$ cat config.mk
export PLATFORM = sky130hd
export DESIGN_NAME = seg7_bcd_driver
export DESIGN_NICKNAME = d
export VERILOG_FILES = /design/src/rtl/seg7_bcd_driver.sv
export SDC_FILE = /design/constraint.sdc
export NUM_CORES = 1
export LEC_CHECK = 0
export ABC_AREA = 0
export CORE_UTILIZATION = 50
export CTS_CLUSTER_DIAMETER = 50
export DETAILED_ROUTE_END_ITERATION = 8
export PLACE_DENSITY = 0.81
export SLEW_MARGIN = 10
export SYNTH_ARGS = -nofsm -noshare
export SYNTH_HDL_FRONTEND = slang
export SYNTH_SLANG_ARGS = --single-unit
export TNS_END_PERCENT = 5
$ cat constraint.sdc
create_clock -name clk -period 3.83 [get_ports clk]
set_input_delay 0.766 -clock clk [delete_from_list [all_inputs] [get_ports clk]]
set_output_delay 0.766 -clock clk [all_outputs]
set_load 0.01 [all_outputs]
$ cat src/rtl/seg7_bcd_driver.sv
`timescale 1ns/1ps
`default_nettype none
// ============================================================================
// Module   : seg7_bcd_driver
// Purpose  : Registered seven-segment driver for three packed BCD digits.
//            Captures a 12-bit BCD word over a valid/ready handshake, holds
//            off further captures for HOLD_CYCLES cycles, decodes each digit
//            to active-low segments, optionally blanks leading zeros and
//            dims the display with a free-running PWM.
// Ports    : clk         - system clock, rising edge
//            reset_n     - asynchronous active-low reset
//            bcd_in      - [11:8] hundreds, [7:4] tens, [3:0] units
//            bcd_valid   - bcd_in carries a word
//            bcd_ready   - block accepts a word this cycle
//            brightness  - PWM duty select, sampled every cycle
//            hex0..hex2  - units/tens/hundreds segments, bit0=a .. bit6=g,
//                          active-low
// Options  : define SEG7_LZB_EN to enable leading-zero blanking on hex1/hex2
// Revision : 1.0 - initial release
// ============================================================================
module seg7_bcd_driver #(
    parameter int PWM_BITS    = 4,
    parameter int HOLD_CYCLES = 5000000
) (
    input  logic                clk,
    input  logic                reset_n,
    input  logic [11:0]         bcd_in,
    input  logic                bcd_valid,
    output logic                bcd_ready,
    input  logic [PWM_BITS-1:0] brightness,
    output logic [6:0]          hex0,
    output logic [6:0]          hex1,
    output logic [6:0]          hex2
);

    // Hold counter width: $clog2(HOLD_CYCLES+1), never narrower than 1 bit.
    localparam int c_CNT_W = (HOLD_CYCLES > 0) ? $clog2(HOLD_CYCLES + 1) : 1;
    localparam logic [c_CNT_W-1:0] c_HOLD_LOAD =
        c_CNT_W'((HOLD_CYCLES > 0) ? (HOLD_CYCLES - 1) : 0);
    localparam bit c_HOLD_EN = (HOLD_CYCLES > 0);
    localparam logic [6:0] c_SEG_BLANK = 7'h7F;

    typedef enum logic [0:0] {
        ST_IDLE = 1'b0,
        ST_HOLD = 1'b1
    } state_t;

    state_t               r_state;
    state_t               w_state_nxt;
    logic                 w_capture;
    logic [c_CNT_W-1:0]   r_hold_cnt;
    logic [3:0]           r_hund;
    logic [3:0]           r_tens;
    logic [3:0]           r_units;
    logic [PWM_BITS-1:0]  r_pwm_cnt;
    logic                 w_lit;
    logic                 w_blank2;
    logic                 w_blank1;

    // Active-low decode; anything above 9 renders as a dash (segment g).
    function automatic logic [6:0] seg_decode(input logic [3:0] d);
        logic [6:0] s;
        case (d)
            4'd0:    s = 7'h40;
            4'd1:    s = 7'h79;
            4'd2:    s = 7'h24;
            4'd3:    s = 7'h30;
            4'd4:    s = 7'h19;
            4'd5:    s = 7'h12;
            4'd6:    s = 7'h02;
            4'd7:    s = 7'h78;
            4'd8:    s = 7'h00;
            4'd9:    s = 7'h10;
            default: s = 7'h3F;
        endcase
        return s;
    endfunction

    // ------------------------------------------------------------------
    // Handshake state machine
    // ------------------------------------------------------------------
    always_ff @(posedge clk or negedge reset_n) begin
        if (!reset_n) begin
            r_state <= ST_IDLE;
        end else begin
            r_state <= w_state_nxt;
        end
    end

    // Ready depends on state only; with the hold disabled the machine
    // never leaves IDLE and every valid cycle is a capture.
    always_comb begin
        w_state_nxt = r_state;
        bcd_ready   = 1'b0;
        w_capture   = 1'b0;
        case (r_state)
            ST_IDLE: begin
                bcd_ready = 1'b1;
                if (bcd_valid) begin
                    w_capture = 1'b1;
                    if (c_HOLD_EN) begin
                        w_state_nxt = ST_HOLD;
                    end
                end
            end
            ST_HOLD: begin
                if (r_hold_cnt == '0) begin
                    w_state_nxt = ST_IDLE;
                end
            end
            default: begin
                w_state_nxt = ST_IDLE;
            end
        endcase
    end

    // Loaded with HOLD_CYCLES-1 so that ready returns exactly HOLD_CYCLES
    // edges after the capture edge.
    always_ff @(posedge clk or negedge reset_n) begin
        if (!reset_n) begin
            r_hold_cnt <= '0;
        end else if (w_capture) begin
            r_hold_cnt <= c_HOLD_LOAD;
        end else if ((r_state == ST_HOLD) && (r_hold_cnt != '0)) begin
            r_hold_cnt <= r_hold_cnt - c_CNT_W'(1);
        end
    end

    // ------------------------------------------------------------------
    // Digit registers
    // ------------------------------------------------------------------
    always_ff @(posedge clk or negedge reset_n) begin
        if (!reset_n) begin
            r_hund  <= 4'd0;
            r_tens  <= 4'd0;
            r_units <= 4'd0;
        end else if (w_capture) begin
            r_hund  <= bcd_in[11:8];
            r_tens  <= bcd_in[7:4];
            r_units <= bcd_in[3:0];
        end
    end

    // ------------------------------------------------------------------
    // Free-running PWM counter
    // ------------------------------------------------------------------
    always_ff @(posedge clk or negedge reset_n) begin
        if (!reset_n) begin
            r_pwm_cnt <= '0;
        end else begin
            r_pwm_cnt <= r_pwm_cnt + PWM_BITS'(1);
        end
    end

    // Inclusive compare: all-ones brightness is always lit, zero still
    // gives one lit slot per period.
    assign w_lit = (r_pwm_cnt <= brightness);

    // ------------------------------------------------------------------
    // Leading-zero blanking (a dash is nonzero, so it is never blanked)
    // ------------------------------------------------------------------
`ifdef SEG7_LZB_EN
    assign w_blank2 = (r_hund == 4'd0);
    assign w_blank1 = (r_hund == 4'd0) && (r_tens == 4'd0);
`else
    assign w_blank2 = 1'b0;
    assign w_blank1 = 1'b0;
`endif

    // ------------------------------------------------------------------
    // Registered decode and PWM gating stage
    // ------------------------------------------------------------------
    always_ff @(posedge clk or negedge reset_n) begin
        if (!reset_n) begin
            hex0 <= c_SEG_BLANK;
            hex1 <= c_SEG_BLANK;
            hex2 <= c_SEG_BLANK;
        end else begin
            hex0 <= w_lit ? seg_decode(r_units) : c_SEG_BLANK;
            hex1 <= (w_lit && !w_blank1) ? seg_decode(r_tens) : c_SEG_BLANK;
            hex2 <= (w_lit && !w_blank2) ? seg_decode(r_hund) : c_SEG_BLANK;
        end
    end

endmodule
`default_nettype wire

==> results.md <==
Run status:
- The flow ran to the end, and the final reports show no timing, DRC or antenna violations.

Drt:
- The routed layout has 2673 vias.
- The count of routing violations after the opening detailed-route iteration is 137.
- The number of antenna-violating nets in the routed design is 0.
- The number of search-and-repair iterations in the first detailed-routing pass is 4.
- The post-detailed-route DRC marker count is 0.
- After detailed routing, the number of vias per cell comes to 5.65.
- The routed length per instance is 14.4 um.
- The routed design has 6800 um of wire.

Synthesis:
- The post-synthesis cell type with the largest combined area is sky130_fd_sc_hd__dfrtp_1.
- The dominant register cell in the synthesized netlist is sky130_fd_sc_hd__dfrtp_1.
- The async set-reset flop share out of synthesis is 100%.
- Sorting the synthesized cells by area gives the leading types as sky130_fd_sc_hd__dfrtp_1 (30%), sky130_fd_sc_hd__dfstp_2 (17%), sky130_fd_sc_hd__ha_1 (7.9%).
- The synthesized netlist contains 49 unique library cells.
- The post-synthesis cell count is 352.
- The share of the synthesized area in the top cell type is 30.2%.
- The number of synthesized flops with an enable pin is 0.
- The most common cell in the synthesized netlist is sky130_fd_sc_hd__nand2_1.
- The mean cell area of the mapped netlist is 9.42 um^2.
- The post-synth design cell area is 3320 um^2.
- The total of flip-flops plus latches after synthesis is 61.
- The share of synthesized area occupied by flip-flops and latches is 46.8%.
- The commonest cells after synthesis are sky130_fd_sc_hd__nand2_1 (49), sky130_fd_sc_hd__dfrtp_1 (40), sky130_fd_sc_hd__o21ai_0 (34), sky130_fd_sc_hd__nor2_1 (27), sky130_fd_sc_hd__a21oi_1 (24).
- During synthesis, Yosys emitted a total of 0 warnings.
- The synthesized net count is 392.

Clock network:
- The hold buffer count at cts is 0.
- The number of setup buffers added after CTS is 0.
- CTS placed an instance of sky130_fd_sc_hd__clkbuf_8 at the clock tree root.
- The buffer levels on the longest clock path is 2.
- The number of clock sinks is slightly above 60.
- TritonCTS built the clock tree.
- The post-CTS clock slew at the launch and capture registers of the worst setup and hold paths is 0.07 ns.
- Once the clock tree was built, the resizer swapped 0 gates to a different size.
- The number of H-tree levels is 3.
- The clock latency of the later-clocked register in the worst-skew pair is 0.35 ns.
- The number of CTS-inserted buffers is 9.

GRT:
- The number of antenna violations at the first check in global routing is 0.
- The overall fraction of global-route tracks in use is about a fifth.
- Entering global routing, the biggest net connects 40 pins.
- The number of global-route vias before repair is 2555.
- The total overflow left after global routing is 0.
- The first-pass GRT wire length is approximately 12000 um.

Setup path:
- The endpoint required time on the critical path is 3.06 ns.
- Tracing the worst setup path back leads to its startpoint at r_state$_DFF_PN0_.
- The startpoint identified for the worst register-to-register timing path is r_hold_cnt[1]$_DFFE_PN0P_.
- The total buffers and inverters traversed by the critical path is 3.
- Traced cell by cell, the critical path runs through buf_4 -> clkinv_1 -> clkdlybuf4s50_1.
- STA classifies the critical path startpoint as a flop.
- Among cell families on the critical path, the largest total delay comes from buffers and inverters.
- The worst path arrival time is 1.86 ns.
- The kind of capture point of the worst setup path is a primary output.
- Along the worst path, the maximum fanout reaches 26.
- The cell at the slowest stage of the critical path is sky130_fd_sc_hd__clkdlybuf4s50_1.
- The type of the worst setup path is reg2out.
- The largest incremental delay on the critical path is just under 0.6 ns.

STA:
- The highest clock rate is around 380 MHz.
- The final period utilization is 68.7%.
- The max-slew violation count is 0.
- After routing, the total negative slack on setup checks comes to 0 ns.
- At the pin with the least slew margin, the transition time is roughly 0.84 ns.
- Setup repair after global routing left no endpoint under its margin.
- The clock period could shrink to roughly 2.6 ns.
- The count of final hold-check violations is 0.
- The final count of negative-setup-slack endpoints is 0.
- The headroom to the max-slew limit is between 40 and 50%.
- Across the routed clock network, the largest skew measured is 0.0104 ns.

Power:
- The power per cell area is 511 nW/um^2.
- The maximum resistive drop on vdd is 0.313 mV.
- The leakage power is between 0.0015 and 0.002 uW.

Min path:
- The type of the most critical hold path is reg2reg.
- The worst hold path begins at r_pwm_cnt[0]$_DFF_PN0_.

Floorplanning:
- Row generation in the floorplan step produced 29 rows.
- The number of placed I/O pins is 41.
- The floorplan step set the die width to 83.4 um.
- The die covers 6960 um^2.
- The die height is 83.4 um.
- In this run the standard cell core region covers about 6400 um^2.
- The initial cell density of the core is just over 50%.

Placed design:
- The instance area after placement is 3780 um^2.
- Input and output buffers added on the ports amount to 40.
- Routability-driven placement finished with a final weighted congestion of just under 0.9.
- The post-detailed-placement half-perimeter wirelength is ~4700 um.
- In this run, placement finished with an instance count of 457.

Finish:
- Summing all flip-flop and latch instances after layout gives 1550 um^2.
- The layout filler cell count is 514.
- Once layout is complete, the cells apart from fillers number 473.
- Compared with the post-synthesis result, the final layout area differs by 20.7%.
- The share of final-layout standard cells stronger than drive strength 1 is 13.9%.
- Once layout is done, the placed cells without fillers occupy 4000 um^2.
- The net count reported at finish is 431.
- The repair_antennas step left the layout with diodes totalling 0.
- The combined area of the multi-input logic cells is 1650 um^2.

Run:
- Max-cap violations in this run came to 0.
==> per-layer routing <==
metal / global-route usage [%] / vias up / share of wire (%)
li1: - / 1321 / -
met1: 27.8 / 1260 / 45
met2: 33.8 / 82 / 49
met3: 3.88 / 10 / 4.2
met4: 11.2 / 0 / 1.9
met5: 0 / - / 0
==> sequential cells by signal (all words and copies together), names as in the netlist <==
name and count:
r_units 4, r_hold_cnt 23, r_hund 4, r_state 1
r_tens 4, hex2 7, hex0 7, hex1 7
r_pwm_cnt 4
==> worst paths after layout <==
check | endpoint | slack (ns) | cells past startpoint
setup / recovery | bcd_ready | 1.20 | 3
hold / removal | r_pwm_cnt[0]$_DFF_PN0_ | 0.48 | 1
setup reg to reg | r_hold_cnt[20]$_DFFE_PN0P_ | 1.54 | 7
hold reg to reg | r_pwm_cnt[0]$_DFF_PN0_ | 0.48 | 1
max in group asynchronous | hex2[6]$_DFF_PN1_ | 2.44 | 2
min in group asynchronous | r_units[1]$_DFFE_PN0P_ | 0.52 | 1
==> cells in the final DEF, fill, tap and decap left out, types with 3 or more instances in the layout <==
cell | synthesis | layout
sky130_fd_sc_hd__a22o_1 | 3 | 3
sky130_fd_sc_hd__or4_1 | 3 | 3
sky130_fd_sc_hd__clkdlybuf4s50_1 | 0 | 39
sky130_fd_sc_hd__o21ai_0 | 34 | 33
sky130_fd_sc_hd__xor2_1 | 4 | 4
sky130_fd_sc_hd__dfrtp_1 | 40 | 40
sky130_fd_sc_hd__nor2b_1 | 5 | 5
sky130_fd_sc_hd__nor2_1 | 27 | 27
sky130_fd_sc_hd__or2_2 | 4 | 4
sky130_fd_sc_hd__a21oi_1 | 24 | 24
sky130_fd_sc_hd__nand2b_1 | 4 | 4
sky130_fd_sc_hd__xnor2_1 | 7 | 7
sky130_fd_sc_hd__nor3b_1 | 8 | 8
sky130_fd_sc_hd__nand3b_1 | 3 | 3
sky130_fd_sc_hd__nor4_1 | 5 | 5
sky130_fd_sc_hd__o211ai_1 | 5 | 5
sky130_fd_sc_hd__dfstp_2 | 21 | 21
sky130_fd_sc_hd__buf_4 | 0 | 4
sky130_fd_sc_hd__nor3_1 | 3 | 3
sky130_fd_sc_hd__inv_1 | 13 | 13
sky130_fd_sc_hd__a211oi_1 | 3 | 3
sky130_fd_sc_hd__nand2_1 | 49 | 49
sky130_fd_sc_hd__or3_1 | 4 | 4
sky130_fd_sc_hd__o22ai_1 | 5 | 5
sky130_fd_sc_hd__and3b_1 | 3 | 3
sky130_fd_sc_hd__clkbuf_8 | 0 | 10
sky130_fd_sc_hd__ha_1 | 21 | 21
sky130_fd_sc_hd__nand3_1 | 5 | 5
sky130_fd_sc_hd__o31ai_1 | 3 | 3
==> power by group <==
group          internal, uW  switching (uW)  leakage [uW]
logic                   240             219      0.000876
registers               799             133      0.000704
clock network           383             270      0.000112
total                  1420             622       0.00169
==> area by class of cell <==
cell class,count,share of cell area (%)
sequential,61,38.8
inverter,14,1.31
clock buffer,10,3.44
timing repair buffer,44,10.6
multi-input combinational,261,41.2
clock inverter,6,2.16
tap,77,2.41
==> kinds of logic (layout without fill, tap and decap cells) <==
family / count (synthesis) / count (layout) / synth area share (%)
XOR/XNOR: 11 / 11 / 2.91
AND/OR/NAND/NOR: 136 / 136 / 21.9
multiplexers: 2 / 2 / 0.604
buffers and inverters: 30 / 74 / 3.40
AO/OA/AOI/OAI: 91 / 91 / 16.4
adder cells (fa/ha/maj): 21 / 21 / 7.92
flip-flops: 61 / 61 / 46.8
==> metrics by stage <==
stage | hold slack, ns | util [%] | power (uW) | worst slack [ns]
global route | 0.532 | 62.7 | 2160 | 1.09
detailed placement | 0.469 | 59.1 | 1400 | 1.26
CTS | 0.485 | 62.7 | 2050 | 1.20
global placement | 0.462 | 59.1 | 1380 | 1.29
floorplan | 0.440 | - | 1200 | 1.65
finish | 0.484 | 62.7 | 2040 | 1.20
(Power assumes the default switching activity.)
